## src/rtl/riscv_div_ctrl.sv

```systemverilog
// RISC-V M-extension divide/remainder controller around one combinational unsigned divider.
// Optional last-result cache enabled by defining RISCV_DIV_RESULT_CACHE_EN.
module riscv_div_ctrl #(
  parameter int LATENCY = 4
) (
  input  logic        clk,
  input  logic        reset,
  input  logic        in_valid,
  output logic        in_ready,
  input  logic [1:0]  op,
  input  logic [31:0] rs1,
  input  logic [31:0] rs2,
  input  logic        kill,
  output logic        out_valid,
  input  logic        out_ready,
  output logic [31:0] result
);

  typedef enum logic [1:0] {
    IDLE = 2'd0,
    CALC = 2'd1,
    DONE = 2'd2
  } state_t;

  localparam logic [3:0] CNT_INIT = 4'(LATENCY - 1);

  state_t      r_state;
  state_t      w_state_nxt;
  logic [1:0]  r_op;
  logic [31:0] r_mag1;
  logic [31:0] r_mag2;
  logic        r_s1_neg;
  logic        r_s2_neg;
  logic [3:0]  r_cnt;
  logic [31:0] r_result;

  logic        w_accept;
  logic        w_signed;
  logic        w_div0;
  logic        w_ovf;
  logic        w_special;
  logic        w_hit;
  logic        w_capture;
  logic [31:0] w_special_res;
  logic [31:0] w_hit_res;
  logic [31:0] w_mag1;
  logic [31:0] w_mag2;
  logic [31:0] w_den;
  logic [31:0] w_uq;
  logic [31:0] w_ur;
  logic        w_neg_q;
  logic        w_neg_r;
  logic [31:0] w_q;
  logic [31:0] w_r;
  logic [31:0] w_calc_res;

  assign w_signed  = ~op[0];
  assign w_div0    = (rs2 == 32'd0);
  assign w_ovf     = w_signed && (rs1 == 32'h8000_0000) && (rs2 == 32'hFFFF_FFFF);
  assign w_special = w_div0 | w_ovf;
  assign w_accept  = in_valid & (r_state == IDLE) & ~kill;
  assign w_capture = (r_state == CALC) & (r_cnt == 4'd0) & ~kill;

  assign w_mag1 = (w_signed & rs1[31]) ? (32'd0 - rs1) : rs1;
  assign w_mag2 = (w_signed & rs2[31]) ? (32'd0 - rs2) : rs2;

  // Results for divide-by-zero and signed overflow, resolved at accept time.
  always_comb begin
    w_special_res = 32'd0;
    if (w_div0) begin
      w_special_res = op[1] ? rs1 : 32'hFFFF_FFFF;
    end else begin
      w_special_res = op[1] ? 32'd0 : 32'h8000_0000;
    end
  end

  // Divisor is forced nonzero when idle so the divider never sees x/0.
  assign w_den      = (r_mag2 == 32'd0) ? 32'd1 : r_mag2;
  assign w_uq       = r_mag1 / w_den;
  assign w_ur       = r_mag1 % w_den;
  assign w_neg_q    = ~r_op[0] & (r_s1_neg ^ r_s2_neg);
  assign w_neg_r    = ~r_op[0] & r_s1_neg;
  assign w_q        = w_neg_q ? (32'd0 - w_uq) : w_uq;
  assign w_r        = w_neg_r ? (32'd0 - w_ur) : w_ur;
  assign w_calc_res = r_op[1] ? w_r : w_q;

`ifdef RISCV_DIV_RESULT_CACHE_EN
  logic        r_c_valid;
  logic        r_c_signed;
  logic [31:0] r_rs1;
  logic [31:0] r_rs2;
  logic [31:0] r_c_rs1;
  logic [31:0] r_c_rs2;
  logic [31:0] r_c_q;
  logic [31:0] r_c_r;

  assign w_hit     = r_c_valid && !w_special && (rs1 == r_c_rs1) && (rs2 == r_c_rs2) &&
                     (w_signed == r_c_signed);
  assign w_hit_res = op[1] ? r_c_r : r_c_q;

  // Raw operand tags and the last completed normal quotient/remainder pair.
  always_ff @(posedge clk or posedge reset) begin
    if (reset) begin
      r_rs1      <= 32'd0;
      r_rs2      <= 32'd0;
      r_c_valid  <= 1'b0;
      r_c_signed <= 1'b0;
      r_c_rs1    <= 32'd0;
      r_c_rs2    <= 32'd0;
      r_c_q      <= 32'd0;
      r_c_r      <= 32'd0;
    end else begin
      if (w_accept) begin
        r_rs1 <= rs1;
        r_rs2 <= rs2;
      end
      if ((r_state == CALC) && kill) begin
        r_c_valid <= 1'b0;
      end else if (w_capture) begin
        r_c_valid  <= 1'b1;
        r_c_signed <= ~r_op[0];
        r_c_rs1    <= r_rs1;
        r_c_rs2    <= r_rs2;
        r_c_q      <= w_q;
        r_c_r      <= w_r;
      end
    end
  end
`else
  assign w_hit     = 1'b0;
  assign w_hit_res = 32'd0;
`endif

  // State register.
  always_ff @(posedge clk or posedge reset) begin
    if (reset) begin
      r_state <= IDLE;
    end else begin
      r_state <= w_state_nxt;
    end
  end

  // Next-state logic; kill overrides every state.
  always_comb begin
    w_state_nxt = r_state;
    if (kill) begin
      w_state_nxt = IDLE;
    end else begin
      case (r_state)
        IDLE: begin
          if (in_valid) begin
            w_state_nxt = (w_special || w_hit) ? DONE : CALC;
          end else begin
            w_state_nxt = IDLE;
          end
        end
        CALC: begin
          if (r_cnt == 4'd0) begin
            w_state_nxt = DONE;
          end else begin
            w_state_nxt = CALC;
          end
        end
        DONE: begin
          if (out_ready) begin
            w_state_nxt = IDLE;
          end else begin
            w_state_nxt = DONE;
          end
        end
        default: w_state_nxt = IDLE;
      endcase
    end
  end

  // Operand capture, CALC down-counter and result register.
  always_ff @(posedge clk or posedge reset) begin
    if (reset) begin
      r_op     <= 2'd0;
      r_mag1   <= 32'd0;
      r_mag2   <= 32'd0;
      r_s1_neg <= 1'b0;
      r_s2_neg <= 1'b0;
      r_cnt    <= 4'd0;
      r_result <= 32'd0;
    end else begin
      if (w_accept) begin
        r_op     <= op;
        r_mag1   <= w_mag1;
        r_mag2   <= w_mag2;
        r_s1_neg <= rs1[31];
        r_s2_neg <= rs2[31];
        r_cnt    <= CNT_INIT;
      end else if ((r_state == CALC) && (r_cnt != 4'd0)) begin
        r_cnt <= r_cnt - 4'd1;
      end
      if (w_accept && w_special) begin
        r_result <= w_special_res;
      end else if (w_accept && w_hit) begin
        r_result <= w_hit_res;
      end else if (w_capture) begin
        r_result <= w_calc_res;
      end
    end
  end

  assign in_ready  = (r_state == IDLE);
  assign out_valid = (r_state == DONE);
  assign result    = r_result;

endmodule
```

## config.mk

```make
export PLATFORM = sky130hd
export DESIGN_NAME = riscv_div_ctrl
export DESIGN_NICKNAME = d
export VERILOG_FILES = /design/src/rtl/riscv_div_ctrl.sv
export SDC_FILE = /design/constraint.sdc
export NUM_CORES = 2
export LEC_CHECK = 0
export CAP_MARGIN = 20
export CORE_ASPECT_RATIO = 0.8
export CORE_UTILIZATION = 35
export DETAILED_ROUTE_END_ITERATION = 8
export GPL_TIMING_DRIVEN = 1
export PLACE_DENSITY = 0.64
export SLEW_MARGIN = 0
export SYNTH_ARGS = -nofsm -noshare
export SYNTH_HDL_FRONTEND = slang
export SYNTH_SLANG_ARGS = --single-unit
```

## constraint.sdc

```tcl
create_clock -name clk -period 76.9 [get_ports clk]
set_input_delay 7.69 -clock clk [delete_from_list [all_inputs] [get_ports clk]]
set_output_delay 7.69 -clock clk [all_outputs]
set_load 0.005 [all_outputs]
```

==> results_dict.tcl <==
set metrics [dict create \
    drt-vias-per-instance 6.50 \
    ctsHoldBuffers 0 \
    design.portCount 105 \
    finClkSkew_ps 20.1 \
    holdWs_ps 499 \
    clock-sinks 106 \
    drive_gt1_frac 0.151 \
    synth_cells 6109 \
    drc 0 \
    timing.critical_path.fanout_max 27 \
    synth.avg_cell_area_sq_um 6.76 \
    initial_utilization 0.354 \
    core-area_sq_um 117000 \
    setup_viol 0 \
    cts_buffers 9 \
    min_path_type "reg2reg" \
    gp_congestion 1.11 \
    dieArea_sq_um 119000 \
    reg2reg_from "r_mag2[18]" \
    drv_cap 0 \
    status "completed" \
    final_common_cell "nand2_1" \
    syn_to_final_growth_pct 20.5 \
    portBuffers 104 \
    whs_endpoint "result[1]" \
    arrival_ps 74970 \
    antenna_found_initial 12 \
    dp_hpwl_um 197000 \
    timing.final.crit_share 0.971 \
    slowest_delay_ps 740 \
    cp.required_ps 77210 \
    die_y_um 309 \
    crit_slowest_cell "a211oi_1" \
    max_slew_margin 0.182 \
    antenna_left 0 \
    timing.rr.end "result[28]" \
    max_freq_ghz 0.0134 \
    worst_r2r_path_depth 292 \
    ys_ff_latch 106 \
    synth_seq_area_share 0.0643 \
    tightest_slew_ps 1220 \
    syn_area_sq_um 41300 \
    grt_pass1_wl_um 341000 \
    wl_per_cell_um 29.3 \
    cp_common_cell "ha_1" \
    clock_path_buffers 2 \
    synth_edf_count 0 \
    clkTransAtPathRegs_ps 100 \
    grt-ovfl-total 0 \
    drt_wl_total_um 241000 \
    hold_depth 2 \
    drt_pass1_iterations 9 \
    dr.first_iter.drc_count 7600 \
    vias 53455 \
    path_class "reg2reg" \
    synthFlopType "dfrtp_1" \
    die_x_um 386 \
    r2r_slack_ps 2240 \
    tritoncts "done" \
    drv_slew 0 \
    rows 112 \
    worstHoldStart "result[1]" \
    htreeDepth 3 \
    syn_nets 6706 \
    ys_types 100 \
    layout_common_cells "nand2_1, buf_4, nor2_1" \
    ys_warn_count 0 \
    startpoint_type "flop" \
    grt_max_degree 115 \
    grtUsageTotal 0.389 \
    finalHoldViolCount 0 \
    period_minus_slack_ps 74660 \
    async_flop_share 1.00 \
    grt_pass1_vias 47892 \
    endpoint_kind "flop" \
    insertion_delay_ps 410 \
    cts_root_buffer "clkbuf_16" \
    final_net_count 7274 \
]
## per-stage QoR
step | instance area, sq um | util | instances | setup slack (ps) | TNS [ps]
after detailed placement | 48400 | 0.415 | 8176 | -3920 | -112910
final | 49700 | 0.426 | 8229 | 2240 | 0
after floorplan | 41300 | - | 6109 | 4510 | 0
after global placement | 48400 | 0.414 | 8172 | -5320 | -157260
after CTS | 48900 | 0.419 | 8194 | 39.3 | 0
after global routing | 49700 | 0.426 | 8223 | -67.3 | -94.6
## cell families (layout without fill, tap and decap cells)
kind of cell,after synthesis,in the layout,synth area share
simple gates,2300,2300,0.265
compound gates,2187,2188,0.350
fa+ha+maj,526,526,0.160
xor+xnor,457,457,0.0970
buf+inv,449,1021,0.0417
flops,106,106,0.0643
mux,84,84,0.0216
other cells,0,8,0
## cell usage after synthesis (all sizes together) (44+ instances only)
cell	count	share of area
a21boi	44	0.0080
o31ai	80	0.015
nand4	96	0.015
nand2	717	0.065
o211ai	77	0.014
nor4	60	0.0097
xor2	180	0.038
nor2	585	0.053
a21o	170	0.031
dfrtp	106	0.064
nor2b	45	0.0068
and2	53	0.0080
a31oi	101	0.015
or3	87	0.013
o21bai	44	0.0080
and3	71	0.011
nand3	154	0.019
or2	51	0.0077
a21oi	539	0.066
inv	223	0.020
ha	525	0.16
nand2b	90	0.014
xnor2	277	0.059
o22ai	46	0.0070
o21a	129	0.023
o21ai	453	0.055
nor3	187	0.023
clkbuf	185	0.017
a211oi	113	0.021
## sequential cells by signal (all words and copies together) (netlist names)
register  count
r_cnt         4
r_mag1       32
r_mag2       32
r_op          2
r_s1_neg      1
r_s2_neg      1
r_state       2
result       32
## how the worst max path moves through the flow
stage	end	start	slack [ps]	depth (start not counted)
floorplan	result[28]	r_mag2[16]	4510	306
global placement	result[29]	r_mag2[25]	-5320	284
detailed placement	result[29]	r_mag2[25]	-3920	283
CTS	result[29]	r_mag2[25]	40	294
global route	result[29]	r_mag2[18]	-70	299
finish	result[28]	r_mag2[18]	2240	292
## area by class of cell
type / count / area [sq um]
Clock buffer: 9 / 225
Clock inverter: 7 / 88.8
Tap cell: 1539 / 1930
Timing Repair Buffer: 782 / 6260
Sequential cell: 106 / 2650
Fill cell: 12302 / 67000
Inverter: 223 / 840
Multi-Input combinational cell: 5555 / 37700
Antenna cell: 8 / 20.0
## critical path, delay by kind of cell (launching register included)
kind / cells / cell delay [ps]
AOI/OAI and AO/OA: 132 / 34970
xor gates and xnor gates: 2 / 270
adders and majority gates: 31 / 9920
buffers and inverters: 39 / 7650
DFF: 1 / 570
muxes: 3 / 1170
and+or+nand+nor: 85 / 19750
## repair_timing
item | CTS | global route
buffers inserted | 2 | 24
gates resized for setup | 31 | 141
pin swaps | 1 | 13
cloned | 0 | 1
setup endpoints to repair | 32 | 32
## routing by layer
layer / up-vias / track usage / part of all wire
met4: 8 / 0.124 / 0.039
met1: 25482 / 0.579 / 0.45
li1: 24105 / - / -
met5: - / 0 / 0.00025
met3: 454 / 0.103 / 0.14
met2: 3406 / 0.528 / 0.38
Power is not shown: default switching activity piles up to over one toggle a cycle in this logic, so the estimate is an artifact.
